File: src/rtl/whack_pkg.sv
// rtl/whack_pkg.sv - shared sprite ROM geometry, pixel type and requester indices
package whack_pkg;

    localparam int SPRITE_AW = 15;
    localparam int SPRITE_DW = 12;

    typedef logic [SPRITE_DW-1:0] rgb444_t;

    localparam int REQ_VGA   = 0;
    localparam int REQ_HIT   = 1;
    localparam int REQ_MOLE  = 2;
    localparam int REQ_SCORE = 3;

endpackage

File: src/rtl/mole_rom_arbiter_rr_pick.sv
// rtl/mole_rom_arbiter_rr_pick.sv - combinational round-robin one-hot picker
module rr_pick #(
    parameter  int NREQ = 4,
    localparam int IDW  = $clog2(NREQ)
) (
    input  logic [NREQ-1:0] req,
    input  logic [IDW-1:0]  ptr,
    output logic [NREQ-1:0] gnt,
    output logic [IDW-1:0]  gnt_id
);

    always_comb begin : pick
        logic           found;
        int             idx;
        logic [IDW-1:0] idx_w;
        gnt    = '0;
        gnt_id = '0;
        found  = 1'b0;
        for (int k = 0; k < NREQ; k++) begin
            idx = int'(ptr) + k;
            if (idx >= NREQ) begin
                idx = idx - NREQ;
            end
            idx_w = IDW'(idx);
            if (!found && req[idx_w]) begin
                found      = 1'b1;
                gnt[idx_w] = 1'b1;
                gnt_id     = idx_w;
            end
        end
    end

endmodule

File: src/rtl/mole_rom_arbiter.sv
// rtl/mole_rom_arbiter.sv - round-robin sprite ROM arbiter with tagged response pipeline
// ROM_ARB_PRIO0_EN: requester 0 (VGA scan-out) takes absolute priority over the rotation.
module mole_rom_arbiter
    import whack_pkg::*;
#(
    parameter int NREQ   = 4,
    parameter int AW     = SPRITE_AW,
    parameter int DW     = SPRITE_DW,
    parameter int RD_LAT = 1
) (
    input  logic                     clk,
    input  logic                     rst_n,
    input  logic [NREQ-1:0]          req,
    input  logic [NREQ*AW-1:0]       req_addr,
    output logic [NREQ-1:0]          gnt,
    output logic [AW-1:0]            rom_addr,
    input  logic [DW-1:0]            rom_data,
    output logic                     rsp_valid,
    output logic [$clog2(NREQ)-1:0]  rsp_id,
    output logic [DW-1:0]            rsp_data
);

    localparam int IDW   = $clog2(NREQ);
    // Stage 0 is the tag captured with rom_addr; the last stage drives rsp_valid/rsp_id.
    localparam int DEPTH = RD_LAT + 2;

    logic [IDW-1:0]   ptr_q, ptr_d;
    logic [AW-1:0]    rom_addr_q, rom_addr_d;
    logic [DEPTH-1:0] vld_q, vld_d;
    logic [IDW-1:0]   id_q [DEPTH];
    logic [IDW-1:0]   id_d [DEPTH];
    logic [DW-1:0]    rsp_data_q, rsp_data_d;

    logic [NREQ-1:0]  pick_req, pick_gnt;
    logic [IDW-1:0]   pick_id, gnt_id;
    logic             gnt_any, ptr_adv;

`ifdef ROM_ARB_PRIO0_EN
    assign pick_req = {req[NREQ-1:1], 1'b0};
`else
    assign pick_req = req;
`endif

    rr_pick #(.NREQ(NREQ)) u_rr_pick (
        .req    (pick_req),
        .ptr    (ptr_q),
        .gnt    (pick_gnt),
        .gnt_id (pick_id)
    );

    always_comb begin
        gnt     = '0;
        gnt_id  = '0;
        gnt_any = 1'b0;
        ptr_adv = 1'b0;
        if (rst_n) begin
`ifdef ROM_ARB_PRIO0_EN
            if (req[0]) begin
                gnt[0]  = 1'b1;
                gnt_any = 1'b1;
            end else if (|pick_gnt) begin
                gnt     = pick_gnt;
                gnt_id  = pick_id;
                gnt_any = 1'b1;
                ptr_adv = 1'b1;
            end
`else
            if (|pick_gnt) begin
                gnt     = pick_gnt;
                gnt_id  = pick_id;
                gnt_any = 1'b1;
                ptr_adv = 1'b1;
            end
`endif
        end
    end

    always_comb begin
        ptr_d      = ptr_q;
        rom_addr_d = rom_addr_q;
        if (ptr_adv) begin
            ptr_d = (gnt_id == IDW'(NREQ - 1)) ? '0 : gnt_id + 1'b1;
        end
        if (gnt_any) begin
            rom_addr_d = req_addr[gnt_id*AW +: AW];
        end

        vld_d   = {vld_q[DEPTH-2:0], gnt_any};
        id_d[0] = gnt_any ? gnt_id : id_q[0];
        for (int k = 1; k < DEPTH; k++) begin
            id_d[k] = id_q[k-1];
        end

        // ROM output belongs to the grant about to reach the response stage.
        rsp_data_d = vld_q[DEPTH-2] ? rom_data : rsp_data_q;
    end

    always_ff @(posedge clk or negedge rst_n) begin
        if (!rst_n) begin
            ptr_q      <= '0;
            rom_addr_q <= '0;
            vld_q      <= '0;
            rsp_data_q <= '0;
            for (int k = 0; k < DEPTH; k++) begin
                id_q[k] <= '0;
            end
        end else begin
            ptr_q      <= ptr_d;
            rom_addr_q <= rom_addr_d;
            vld_q      <= vld_d;
            rsp_data_q <= rsp_data_d;
            for (int k = 0; k < DEPTH; k++) begin
                id_q[k] <= id_d[k];
            end
        end
    end

    assign rom_addr  = rom_addr_q;
    assign rsp_valid = vld_q[DEPTH-1];
    assign rsp_id    = id_q[DEPTH-1];
    assign rsp_data  = rsp_data_q;

endmodule

File: config.mk
export PLATFORM = sky130hd
export DESIGN_NAME = mole_rom_arbiter
export DESIGN_NICKNAME = d
export VERILOG_FILES = /design/src/rtl/whack_pkg.sv /design/src/rtl/mole_rom_arbiter_rr_pick.sv /design/src/rtl/mole_rom_arbiter.sv
export SDC_FILE = /design/constraint.sdc
export NUM_CORES = 1
export LEC_CHECK = 0
export BUFFER_PORTS_ARGS = -buffer_cell sky130_fd_sc_hd__buf_2
export CAP_MARGIN = 10
export CORE_MARGIN = 2
export CORE_UTILIZATION = 50
export DETAILED_ROUTE_END_ITERATION = 6
export HOLD_SLACK_MARGIN = 0.15
export PLACE_DENSITY = 0.85
export RECOVER_POWER = 50
export SLEW_MARGIN = 25
export SYNTH_ARGS = -nofsm -noshare
export SYNTH_HDL_FRONTEND = slang
export SYNTH_SLANG_ARGS = --single-unit
File: constraint.sdc
create_clock -name clk -period 7.1 [get_ports clk]
set_input_delay 1.065 -clock clk [delete_from_list [all_inputs] [get_ports clk]]
set_output_delay 1.065 -clock clk [all_outputs]
set_load 0.02 [all_outputs]
### Word-level counts from Yosys, hierarchy flattened

Index checks and enable logic that the tools add are counted.

| operators by class | value |
|---|---|
| add/sub/neg operators | 8 |
| $mul | 1 |
| order comparisons | 12 |
| equality and inequality tests | 1 |
| shift operators | 1 |
| multiplexer cells | 38 |
| bitwise operators | 3 |
| reduce and logical (&&, ||, !) cells | 11 |

Operator list:

| kind | count |
|---|---|
| $shiftx 60x7->15 | 1 |
| $mux 4 | 6 |
| $mux 2 | 11 |
| $mux 1 | 13 |
| $lt 2x3->1 const B | 4 |
| $or 4x4->4 | 3 |
| $ge 3x3->1 const B | 3 |
| $bmux 1 s2 | 4 |
| $demux 1 s2 | 4 |
| $ge 2x1->1 const B | 4 |
| $sub 2x1->2 const B | 4 |
| $logic_and 1x1->1 | 7 |
| $add 2x2->3 const B | 2 |
| $mul 2x4->6 const B | 1 |
| $reduce_or 4->1 | 1 |
| $add 2x1->3 const B | 1 |
| $ge 2x3->1 const B | 1 |
| $logic_not 1->1 | 3 |
| $add 2x1->2 const B | 1 |
| $eq 2x2->1 const B | 1 |

| word-level totals | value |
|---|---|
| bits in registers | 38 |
| input port bits | 78 |
| logic and storage cells | 82 |

### Logic depth before layout (Yosys ltp)

Gate-level depths: netlist of the first run.

| logic depth | value |
|---|---|
| depth in word-level cells | 19 |
| gate-level depth with buffers | 11 |
| gate-level depth less buffers | 8 |

### By module

A second synthesis of the first run with hierarchy kept.

| second synthesis, totals | value |
|---|---|
| cell total of the unflattened synthesis | 164 |
| area, all modules | 2248.4 µm² |

Modules (own cells, without submodules):

| module | times used | cells each | area each (µm²) |
|---|---|---|---|
| mole_rom_arbiter | 1 | 99 | 1759.2 |
| rr_pick | 1 | 65 | 489.2 |

### Least setup slack after synthesis of the first run

No wires, ideal clock.

| path | value |
|---|---|
| path type | in2out |
| start point | in req[2] |
| end point | out gnt[3] |
| data arrival time | 2.392 ns |
| data required time | 6.035 ns |
| setup slack | 3.643 ns |
| cell stages on the path | 5 |
| buffers on the path | 0 |
| path through | mux4_2 -> nor2b_1 -> a221oi_1 -> o21bai_1 -> a21oi_1 |

| between the ends | value |
|---|---|
| longest elaborated chain between the ends | 15 |

RTL lines:

| item | RTL line | text |
|---|---|---|
| from (decl) | mole_rom_arbiter.sv:13 | `input logic [NREQ-1:0] req,` |
| $bmux 1 s2 | mole_rom_arbiter_rr_pick.sv:25 | `if (!found && req[idx_w]) begin` |
| $mux 1 (not written as such) | mole_rom_arbiter_rr_pick.sv:25 |  |
| $mux 1 | mole_rom_arbiter_rr_pick.sv:25 |  |
| $logic_not 1->1 | mole_rom_arbiter_rr_pick.sv:25 |  |
| $logic_and 1x1->1 | mole_rom_arbiter_rr_pick.sv:25 |  |
| $mux 1 | mole_rom_arbiter_rr_pick.sv:25 |  |
| $logic_not 1->1 | mole_rom_arbiter_rr_pick.sv:25 |  |
| $logic_and 1x1->1 | mole_rom_arbiter_rr_pick.sv:25 |  |
| $mux 1 | mole_rom_arbiter_rr_pick.sv:25 |  |
| $logic_not 1->1 | mole_rom_arbiter_rr_pick.sv:25 |  |
| $logic_and 1x1->1 | mole_rom_arbiter_rr_pick.sv:25 |  |
| $mux 4 * | mole_rom_arbiter_rr_pick.sv:25 |  |
| $reduce_or 4->1 | mole_rom_arbiter.sv:68 | `if (\|pick_gnt) begin` |
| $mux 4 * | mole_rom_arbiter.sv:68 |  |
| $mux 4 * | mole_rom_arbiter.sv:56 | `if (rst_n) begin` |
| to (decl) | mole_rom_arbiter.sv:15 | `output logic [NREQ-1:0] gnt,` |

Every way passes the cells marked *; elsewhere a longest branch is shown, timed or not. The select of a mux whose other input is x is not followed.

### Worst setup path in the final report of the first run

| path | value |
|---|---|
| start point | in rst_n |
| end point | out gnt[1] |

| between the ends | value |
|---|---|
| longest elaborated chain between the ends | 1 |

RTL lines:

| item | RTL line | text |
|---|---|---|
| from (decl) | mole_rom_arbiter.sv:12 | `input logic rst_n,` |
| $mux 4 | mole_rom_arbiter.sv:56 |  |

Every way passes these cells.

==> key figures, run 1 <==
Outcome
  • Outcome: finished, violations left
  • Failing checks: capacitance limit, slew limit

Power and ir drop
  • Power Internal: 0.861 mW
  • Sequential power share: 0.268
  • Leak: 1.53 nW
  • Clock power frac: 0.088
  • Pwr dens: 514 nW/um^2
  • Sw Share: 0.444
  • NetSw: 0.687 mW
  • Total power: 1.55 mW
  • Peak supply drop: 0.313 mV
  • Combinational Power Share: 0.644

Floorplan
  • # rows: 24
  • # IOs: 112
  • Die height: 72.6 um
  • Die X: 72.6 um
  • Die area: 5270 um^2
  • Core ar.: 4440 um^2
  • Initial core utilization: 0.529

GRT
  • First-pass GRT wire length: 8.41 mm
  • Vias in the first global route: 1922
  • Gr ovfl total: 0
  • Largest net degree at the start of global routing: 40
  • Tot GR Track Use: 0.204
  • Initial antenna violation count: 0

CTS
  • Cts repair resizes: 0
  • Num Clock Sinks: 38
  • CTS max path bufs: 2
  • Num CTS Buffers: 5
  • Worst-skew pair later-pin latency: 0.29 ns
  • CTS H-tree lvls: 2
  • Post-cts hold buffer count: 0
  • CTS tree: built
  • Post-CTS Setup Bufs: 0
  • Clk pin slew, worst setup/hold paths: 0.06 ns
  • Clock Tree Root: clkbuf_8

Route
  • DR pass1 iterations: 4
  • Drt total wl: 5.25 mm
  • Antenna-violating nets left: 0
  • # DRC: 0
  • Via density: 5.50
  • Average wire per standard cell: 15.1 um
  • DRT iter0 DRCs: 86
  • Vias: 1908

Worst setup path
  • FF-to-FF End: rom_addr[0]
  • Setup crit end kind: primary output
  • Startpoint types: input port
  • Worst setup path endpoint: gnt[1]
  • CP Cell Sequence: clkbuf_1 -> inv_1 -> a21oi_1 -> buf_2
  • WS Path Type: input port to primary output
  • Worst Path Required: 6.03 ns
  • Setup slack, reg-to-reg: 3.06 ns
  • Reg-to-Reg Start: ptr_q[0]
  • Crit. Startpoint: rst_n
  • Worst R2R Path Depth: 9
  • CP max-delay cell: clkbuf_1
  • Slowest cell delay on critical path: 1.43 ns
  • Critical Path AT: 3.32 ns
  • Crit path max fanout: 39

Logic synthesis
  • Sequential share of the synthesized area: 0.404
  • Ys Warns: 0
  • Synth Area in Adders: 0.0319
  • Post-synthesis cell count: 185
  • Post-Synth XOR/XNOR Area: 0.00372
  • Most used DFF post-synth: dfrtp_1
  • Synthesized flop and latch total: 38
  • Post-synth cell types: 30
  • Post-synth EDFFs: 0
  • Multiplexer share of the synthesized area: 0.413
  • Synthesized area per cell: 12.7 um^2
  • Synthesized net count: 269
  • Simple-Gate Fraction of Synth Area: 0.0388
  • Mapped cell area: 2350 um^2
  • Largest family of logic cells by synthesized area: multiplexers
  • Complex-gate fraction of the synthesized area: 0.0665
  • Ys async rst share: 1.00

Timing
  • Worst Skew: 0.00477 ns
  • Setup TNS: 0 ns
  • Fin crit share: 0.617
  • Final count of hold timing violations: 0
  • RSZ-0062 raised after global routing: no
  • Post-layout min period: 4.38 ns
  • Final setup viols: 0
  • Worst-Margin Slew: 2.04 ns
  • Max Slew Vio Count: 40
  • Relative slew margins: -0.357
  • Fmax: 0.228 GHz
  • Post-route setup slack: 2.72 ns

Min path
  • Hold Crit Class: register to register

Finish
  • Area grow syn2layout: 28.1%
  • NumNets Final: 379
  • Share of post-route cells with drive strength above 1: 0.502
  • # diodes: 0
  • FILL cells: 335

Placement
  • Pre-CTS WS: 3.06 ns
  • IO Port Bufs: 111
  • RePlAce Congestion: 0.879
  • DP HPWL: 4.04 mm

Run
  • Max-cap violations: 1
-- synth_stat cells, types with 2 or more instances --
library cell	instances	area [um^2]
buf_4	2	15.0
mux2_2	22	248
nand3b_1	2	15.0
nand3_1	2	10.0
nand2_1	5	18.8
a221oi_1	2	17.5
o221ai_1	2	17.5
mux4_2	3	67.6
mux2_1	10	113
buf_2	3	15.0
buf_6	4	45.0
inv_1	5	18.8
nand4_1	3	18.8
nor2b_1	2	12.5
dfrtp_1	38	951
o21bai_1	2	15.0
a21oi_1	7	35.0
o2bb2ai_1	2	17.5
ha_1	6	75.1
mux2i_1	53	531
-- worst max-delay path, delay by kind of cell --
kind,cells,cell delay [ns]
buf+inv,3,2.00
compound gates,1,0.24
-- registers in the layout (all words and copies together), names as in the netlist --
register and cells:
rom_addr 15, rsp_data 12, id_d 4, vld_q 3, ptr_q 2, rsp_id 2
-- cells in the final DEF, fill, tap and decap left out, types with 3 or more instances in the layout --
master    instances
mux2_2           22
nand2_1           5
mux2i_1          53
a21oi_1           7
mux2_1           10
dfrtp_1          38
inv_1             5
mux4_2            3
buf_2           110
clkbuf_8          5
ha_1              6
nand4_1           3
-- how the worst min path moves through the flow --
stage / slack [ns] / from / depth (start not counted) / endpoint
finish: 0.35 / id_d[0] / 0 / rsp_id[0]
global route: 0.36 / id_d[0] / 0 / rsp_id[0]
CTS: 0.35 / id_d[0] / 0 / rsp_id[0]
detailed placement: 0.34 / id_d[0] / 0 / rsp_id[0]
global placement: 0.34 / id_d[1] / 0 / rsp_id[1]
floorplan: 0.33 / id_d[0] / 0 / rsp_id[0]
-- routing by layer --
metal,vias to the layer above,routed length (um),GRT usage
li1,914,-,-
met5,-,0,0
met2,77,2700,0.361
met3,6,370,0.0552
met1,911,2120,0.233
met4,0,61,0.0844
-- cells by family after synthesis --
logic type	Yosys count
adder cells (fa/ha/maj)	6
multiplexers	89
AO/OA/AOI/OAI	19
XOR/XNOR	1
AND/OR/NAND/NOR	17
flip-flops	38
buffers and inverters	15
-- power groups by stage --
stage	registers (mW)	logic, mW	clock network [mW]
detailed placement	0.420	1.00	0
global placement	0.412	0.977	0
CTS	0.416	1.01	0.140
global route	0.431	1.07	0.151
finish	0.415	0.997	0.136
floorplan	0.498	0.695	0
-- through the flow --
stage	hold WS, ns	std cells	utilization	area, um^2
detailed placement	0.336	340	0.660	2940
CTS	0.352	347	0.678	3010
global route	0.364	347	0.678	3010
global placement	0.338	340	0.660	2940
floorplan	0.331	185	-	2350
finish	0.349	347	0.678	3010
-- final cells by class --
| class | instances | area (um^2) | area share |
|---|---|---|---|
| Sequential cell | 38 | 951 | 0.316 |
| Timing Repair Buffer | 113 | 569 | 0.189 |
| Clock inverter | 2 | 10.0 | 0.00332 |
| Inverter | 5 | 18.8 | 0.00623 |
| Tap cell | 52 | 65.1 | 0.0216 |
| Multi-Input combinational cell | 132 | 1330 | 0.441 |
| Clock buffer | 5 | 68.8 | 0.0228 |
Power figures use the tool's default switching activity.
==> run 2: changes to the inputs <==
ABC_AREA = 1   (was unset)
CORE_UTILIZATION = 48   (was 50)
PLACE_DENSITY = 0.8   (was 0.85)
clock period = 4.1 ns   (was 7.1 ns; I/O delays follow)
==> run 2 against run 1 <==
  * The flow now finishes without violations
  * Utilization shrank 5.8 points
  * Global-route usage grew 1.8 points
  * Count of clock-buffer cells in the layout grew 1
  * Register-to-register slack lost 2.2 ns
  * Non-clock buffer count is the same
  * Critical path type is now register to register
==> key figures, run 2 <==
Placement
  • RePlAce Congestion: 0.889
  • DP HPWL: 5.01 mm
  • IO Port Bufs: 111
  • Placed cell areas: 3210 um^2

Timing
  • Worst Hold Margin: 0.352 ns
  • Max Slew Vio Count: 0
  • Worst Skew: 0.00512 ns
  • Fin crit share: 0.782
  • Worst-Margin Slew: 1.25 ns
  • RSZ-0062 raised after global routing: no
  • Setup TNS: 0 ns
  • Post-layout min period: 3.21 ns
  • Relative slew margins: 0.166
  • Fmax: 0.312 GHz
  • Final count of hold timing violations: 0
  • Final setup viols: 0

Run
  • Max-cap violations: 0

Worst setup path
  • Crit path max fanout: 33
  • Worst R2R Path Depth: 16
  • Slowest cell delay on critical path: 0.55 ns
  • Setup slack, reg-to-reg: 0.89 ns
  • WS Path Type: register to register
  • Setup crit end kind: register
  • CP Cell Sequence: inv_2 -> ha_1 -> inv_1 -> nand3_1 -> nand2_1 -> nor2_2 -> a21boi_0 -> nand3_1 -> nor2_2 -> nand2_4 -> nand3_2 -> nand2_1 -> nand3_1 -> nand2_1 -> nand2_1 -> nand2_1
  • CP max-delay cell: dfrtp_1
  • FF-to-FF End: rom_addr[8]
  • Startpoint types: register
  • Reg-to-Reg Start: ptr_q[0]
  • Critical Path AT: 3.43 ns
  • Worst Path Required: 4.33 ns
  • Crit path top cell by count: nand2_1

Power and ir drop
  • Sequential power share: 0.197
  • Sw Share: 0.545
  • Leak: 2.05 nW
  • Total power: 3.53 mW
  • Pwr dens: 1050 nW/um^2
  • Combinational Power Share: 0.692
  • Peak supply drop: 0.671 mV
  • Clock power frac: 0.111
  • NetSw: 1.93 mW
  • Power Internal: 1.61 mW

GRT
  • First-pass GRT wire length: 11.1 mm
  • Most Crowded Layer GR: met2
  • GR Util met3: 0.0402
  • GR Layer Usage met2: 0.354
  • Vias in the first global route: 2486
  • Gr ovfl total: 0
  • Tot GR Track Use: 0.222
  • Initial antenna violation count: 0
  • Met1 global-route usage: 0.304
  • Largest net degree at the start of global routing: 59

Finish
  • NumNets Final: 561
  • Most frequent cells in the layout: nand2_1 (122), buf_2 (110), inv_1 (62), dfrtp_1 (38), nand4_1 (34)
  • Share of post-route cells with drive strength above 1: 0.312
  • # diodes: 0
  • FILL cells: 501
  • Area used by multi-input combinational logic: 1360 um^2
  • Max reg flops: 15
  • Sequential cell area: 951 um^2
  • Commonest non-fill, non-tap cell in the layout: nand2_1
  • Post-route cell area: 3350 um^2
  • Area grow syn2layout: 26.5%

Min path
  • Hold Crit Class: register to register
  • Hold Path End: vld_q[1]
  • WHS Path Cells: 0
  • Hold_sp: vld_q[0]

Route
  • # DRC: 0
  • Antenna-violating nets left: 0
  • DR pass1 iterations: 5
  • Vias: 2806
  • Drt total wl: 6.91 mm
  • Via density: 5.10
  • DRT iter0 DRCs: 191
  • Average wire per standard cell: 12.6 um

Floorplan
  • Core ar.: 5410 um^2
  • # rows: 27
  • Die area: 6130 um^2
  • Initial core utilization: 0.490
  • Die X: 78.3 um
  • # IOs: 112
  • Die height: 78.3 um

CTS
  • Clock Tree Root: clkbuf_8
  • CTS H-tree lvls: 2
  • Post-cts hold buffer count: 0
  • CTS max path bufs: 2
  • Cts repair resizes: 0
  • Num CTS Buffers: 5
  • Num Clock Sinks: 38
  • Worst-skew pair later-pin latency: 0.29 ns
  • Clk pin slew, worst setup/hold paths: 0.08 ns
  • Post-CTS Setup Bufs: 0
  • CTS tree: built

Logic synthesis
  • Mapped cell area: 2650 um^2
  • Post-synthesis cell count: 375
  • Ys Warns: 0
  • Most used DFF post-synth: dfrtp_1
  • Post-synth EDFFs: 0
  • Synth area leaders: dfrtp_1 (36%), nand2_1 (17%), inv_1 (8.8%)
  • Top-count cell post-synth: nand2_1
  • Synthesized flop and latch total: 38
  • Synth cell count leaders: nand2_1 (122), inv_1 (62), dfrtp_1 (38)
  • Sequential share of the synthesized area: 0.359
  • Synthesized area per cell: 7.06 um^2
  • Yosys top cell by area: dfrtp_1
  • Ys async rst share: 1.00
  • Post-synth top area share: 0.359
  • Post-synth cell types: 27
  • Synthesized net count: 459

Outcome
  • Outcome: complete, no violations
[run 2: cell types whose count changed in the layout (fill, tap and decap cells not counted), sizes merged, moves of 26 or more]
cell | previous run | this run
nand4 | 3 | 34
inv | 5 | 64
nand2 | 5 | 127
mux2i | 54 | 0
nand3 | 2 | 35
nor2 | 1 | 27
[run 2: logic make-up after synthesis]
family / synth area share
muxes: 0.0510
DFF: 0.359
adders and majority gates: 0.0283
xor gates and xnor gates: 0.00661
and+or+nand+nor: 0.401
buffers and inverters: 0.127
AOI/OAI and AO/OA: 0.0269
[run 2: stage by stage]
step           utilization  worst slack [ns]  std cells
2_1_floorplan            -              1.71        375
3_3_place_gp         0.594              1.08        542
3_5_place_dp         0.594             0.958        542
4_1_cts              0.621             0.937        550
5_1_grt              0.620             0.529        550
6_report             0.620             0.893        550
[run 2: worst max-delay path by stage]
stage                     startpoint  cells past startpoint           end  slack (ns)
after floorplan             ptr_q[0]                     15      ptr_q[1]        1.71
after global placement      ptr_q[0]                     14      ptr_q[1]        1.08
after detailed placement    ptr_q[0]                     14      ptr_q[1]        0.96
after CTS                   ptr_q[0]                     14      ptr_q[1]        0.94
after global routing        ptr_q[0]                     16  rom_addr[12]        0.53
final                       ptr_q[0]                     16   rom_addr[8]        0.89
[run 2: final cells by class]
class,count,share of cell area
multi-input cells,255,0.406
flip-flops and latches,38,0.284
repair buffers,113,0.169
inverters,64,0.0717
well taps,72,0.0269
clock buffers,6,0.0246
clock inverters,2,0.0179
[run 2: critical path: cells and delay by family (launching register included)]
family	cells	cell delay (ns)
adder cells (fa/ha/maj)	1	0.38
flip-flops	1	0.55
AND/OR/NAND/NOR	12	1.84
buffers and inverters	2	0.25
AO/OA/AOI/OAI	1	0.13
[run 2: metal layers]
metal	wire length [um]	share of wire	up-vias
met5	0	0	-
met4	171	0.025	0
met3	571	0.083	19
met2	3160	0.46	144
met1	3000	0.43	1262
li1	-	-	1381
[run 2: power by group through the flow]
stage / Clock [mW] / Sequential, mW / Combinational (mW)
6_report: 0.393 / 0.696 / 2.44
5_1_grt: 0.417 / 0.718 / 2.71
4_1_cts: 0.397 / 0.695 / 2.42
3_5_place_dp: 0 / 0.701 / 2.40
3_3_place_gp: 0 / 0.693 / 2.36
2_1_floorplan: 0 / 0.862 / 1.79
==> run 3: changes to the inputs <==
CORE_UTILIZATION = 44   (was 48)
PLACE_DENSITY = 0.77   (was 0.8)
clock period = 2.6 ns   (was 4.1 ns; I/O delays follow)
==> run 3 against run 2 <==
  * Critical path depth shrank 5
  * Non-clock buffer count grew 11
  * Sequential cell count is the same
  * Sequential share of layout area shrank 0.82 points
  * First-iteration DRC count grew 61%
  * Die area grew 8.6%
  * Worst hold slack lost 0.012 ns
  * Highest routed layer unchanged
==> key figures, run 3 (synthesis results as in run 2) <==
CTS
  • Post-CTS Setup Bufs: 0
  • CTS H-tree lvls: 2
  • CTS tree: built
  • CTS max path bufs: 2
  • Clock Tree Root: clkbuf_8
  • Num CTS Buffers: 5
  • Worst-skew pair later-pin latency: 0.28 ns
  • Clk pin slew, worst setup/hold paths: 0.08 ns
  • Num Clock Sinks: 38

Timing
  • Post-layout min period: 2.39 ns
  • Final setup viols: 0
  • Final count of hold timing violations: 0
  • RSZ-0062 raised after global routing: no
  • Worst-Margin Slew: 0.643 ns
  • Fmax: 0.418 GHz
  • Max Slew Vio Count: 0
  • Setup TNS: 0 ns
  • Relative slew margins: 0.571
  • Worst Skew: 0.00921 ns
  • Worst Hold Margin: 0.340 ns
  • Fin crit share: 0.919

Route
  • Vias: 2831
  • Drt total wl: 7.20 mm
  • DRT iter0 DRCs: 307
  • Via density: 5.02
  • # DRC: 0
  • Average wire per standard cell: 12.8 um
  • Antenna-violating nets left: 0
  • DR pass1 iterations: 5

Outcome
  • Outcome: complete, no violations

Worst setup path
  • Startpoint types: register
  • Slowest cell delay on critical path: 0.39 ns
  • CP Cell Sequence: inv_2 -> buf_4 -> nand2_1 -> nand3_2 -> nand2_4 -> nor2_8 -> nand3_1 -> nand3_1 -> nand2_1 -> inv_1 -> buf_2
  • Critical Path AT: 2.00 ns
  • WS Path Type: register to primary output
  • Crit path max fanout: 10
  • Worst Path Required: 2.21 ns
  • Setup crit end kind: primary output
  • CP max-delay cell: dfrtp_1

Floorplan
  • Die area: 6660 um^2
  • Die height: 81.6 um
  • # IOs: 112
  • Core ar.: 5890 um^2
  • Initial core utilization: 0.450
  • # rows: 28
  • Die X: 81.6 um

Min path
  • Hold Crit Class: input port to register

Finish
  • Most frequent cells in the layout: nand2_1 (122), buf_2 (81), inv_1 (60), dfrtp_1 (38), nand4_1 (34)
  • Util after Layout: 0.587
  • FILL cells: 557
  • Area grow syn2layout: 30.3%
  • Commonest non-fill, non-tap cell in the layout: nand2_1
  • Max reg flops: 15
  • Share of post-route cells with drive strength above 1: 0.276
  • NumNets Final: 573
  • # diodes: 0

Run
  • Max-cap violations: 0

GRT
  • Initial antenna violation count: 0
  • Gr ovfl total: 0
  • Vias in the first global route: 2470
  • First-pass GRT wire length: 10.9 mm
  • Tot GR Track Use: 0.208
  • Largest net degree at the start of global routing: 33

Placement
  • IO Port Bufs: 111
  • RePlAce Congestion: 0.923
  • DP HPWL: 5.35 mm
## run 3: changes by cell type in the layout (fill, tap and decap cells not counted), moves of 2 or more
cell and delta:
inv_1 -2, inv_2 +2, buf_4 +8, buf_2 -29, clkbuf_1 +29
## run 3: timing repair
action	in CTS	in global routing
resized for setup	0	10
endpoints found under the hold margin	3	0
hold buffers	1	0
endpoints found under the setup margin	0	20
## run 3: stage by stage
step | setup WS [ns] | cell area (um^2) | std cells
floorplan | 0.209 | 2650 | 375
global placement | 0.217 | 3310 | 555
detailed placement | 0.155 | 3310 | 555
CTS | 0.147 | 3430 | 563
global route | 0.0423 | 3450 | 564
finish | 0.209 | 3450 | 564
## run 3: critical path: cells and delay by family (launching register included)
| family | cells | cell delay (ns) |
|---|---|---|
| and+or+nand+nor | 7 | 0.85 |
| buffers and inverters | 4 | 0.45 |
| DFF | 1 | 0.39 |
## run 3: final cells by class
cell class | count | area [um^2] | area share
flip-flops and latches | 38 | 951 | 0.275
clock inverters | 1 | 30.0 | 0.00870
clock buffers | 6 | 82.6 | 0.0239
well taps | 75 | 93.8 | 0.0272
inverters | 64 | 240 | 0.0696
repair buffers | 124 | 632 | 0.183
multi-input cells | 256 | 1420 | 0.412
## run 3: worst paths after layout
path	start	to	slack (ns)	cells past startpoint
setup / recovery	ptr_q[0]	gnt[1]	0.21	11
hold / removal	rom_data[0]	rsp_data[0]	0.34	2
setup reg to reg	ptr_q[0]	rom_addr[2]	0.21	16
hold reg to reg	id_d[1]	rsp_id[1]	0.35	0
max in group asynchronous	rst_n	rsp_data[5]	1.00	3
min in group asynchronous	rst_n	rom_addr[5]	0.62	2
## run 3: layer usage
layer / global-route usage / up-vias / wire [um]
li1: - / 1410 / -
met1: 0.276 / 1273 / 2990
met2: 0.338 / 134 / 3370
met3: 0.0484 / 14 / 686
met4: 0.0633 / 0 / 144
met5: 0 / - / 0
Power of run 3 is not shown: default switching activity piles up to over one toggle a cycle in this logic, so the estimate is an artifact.
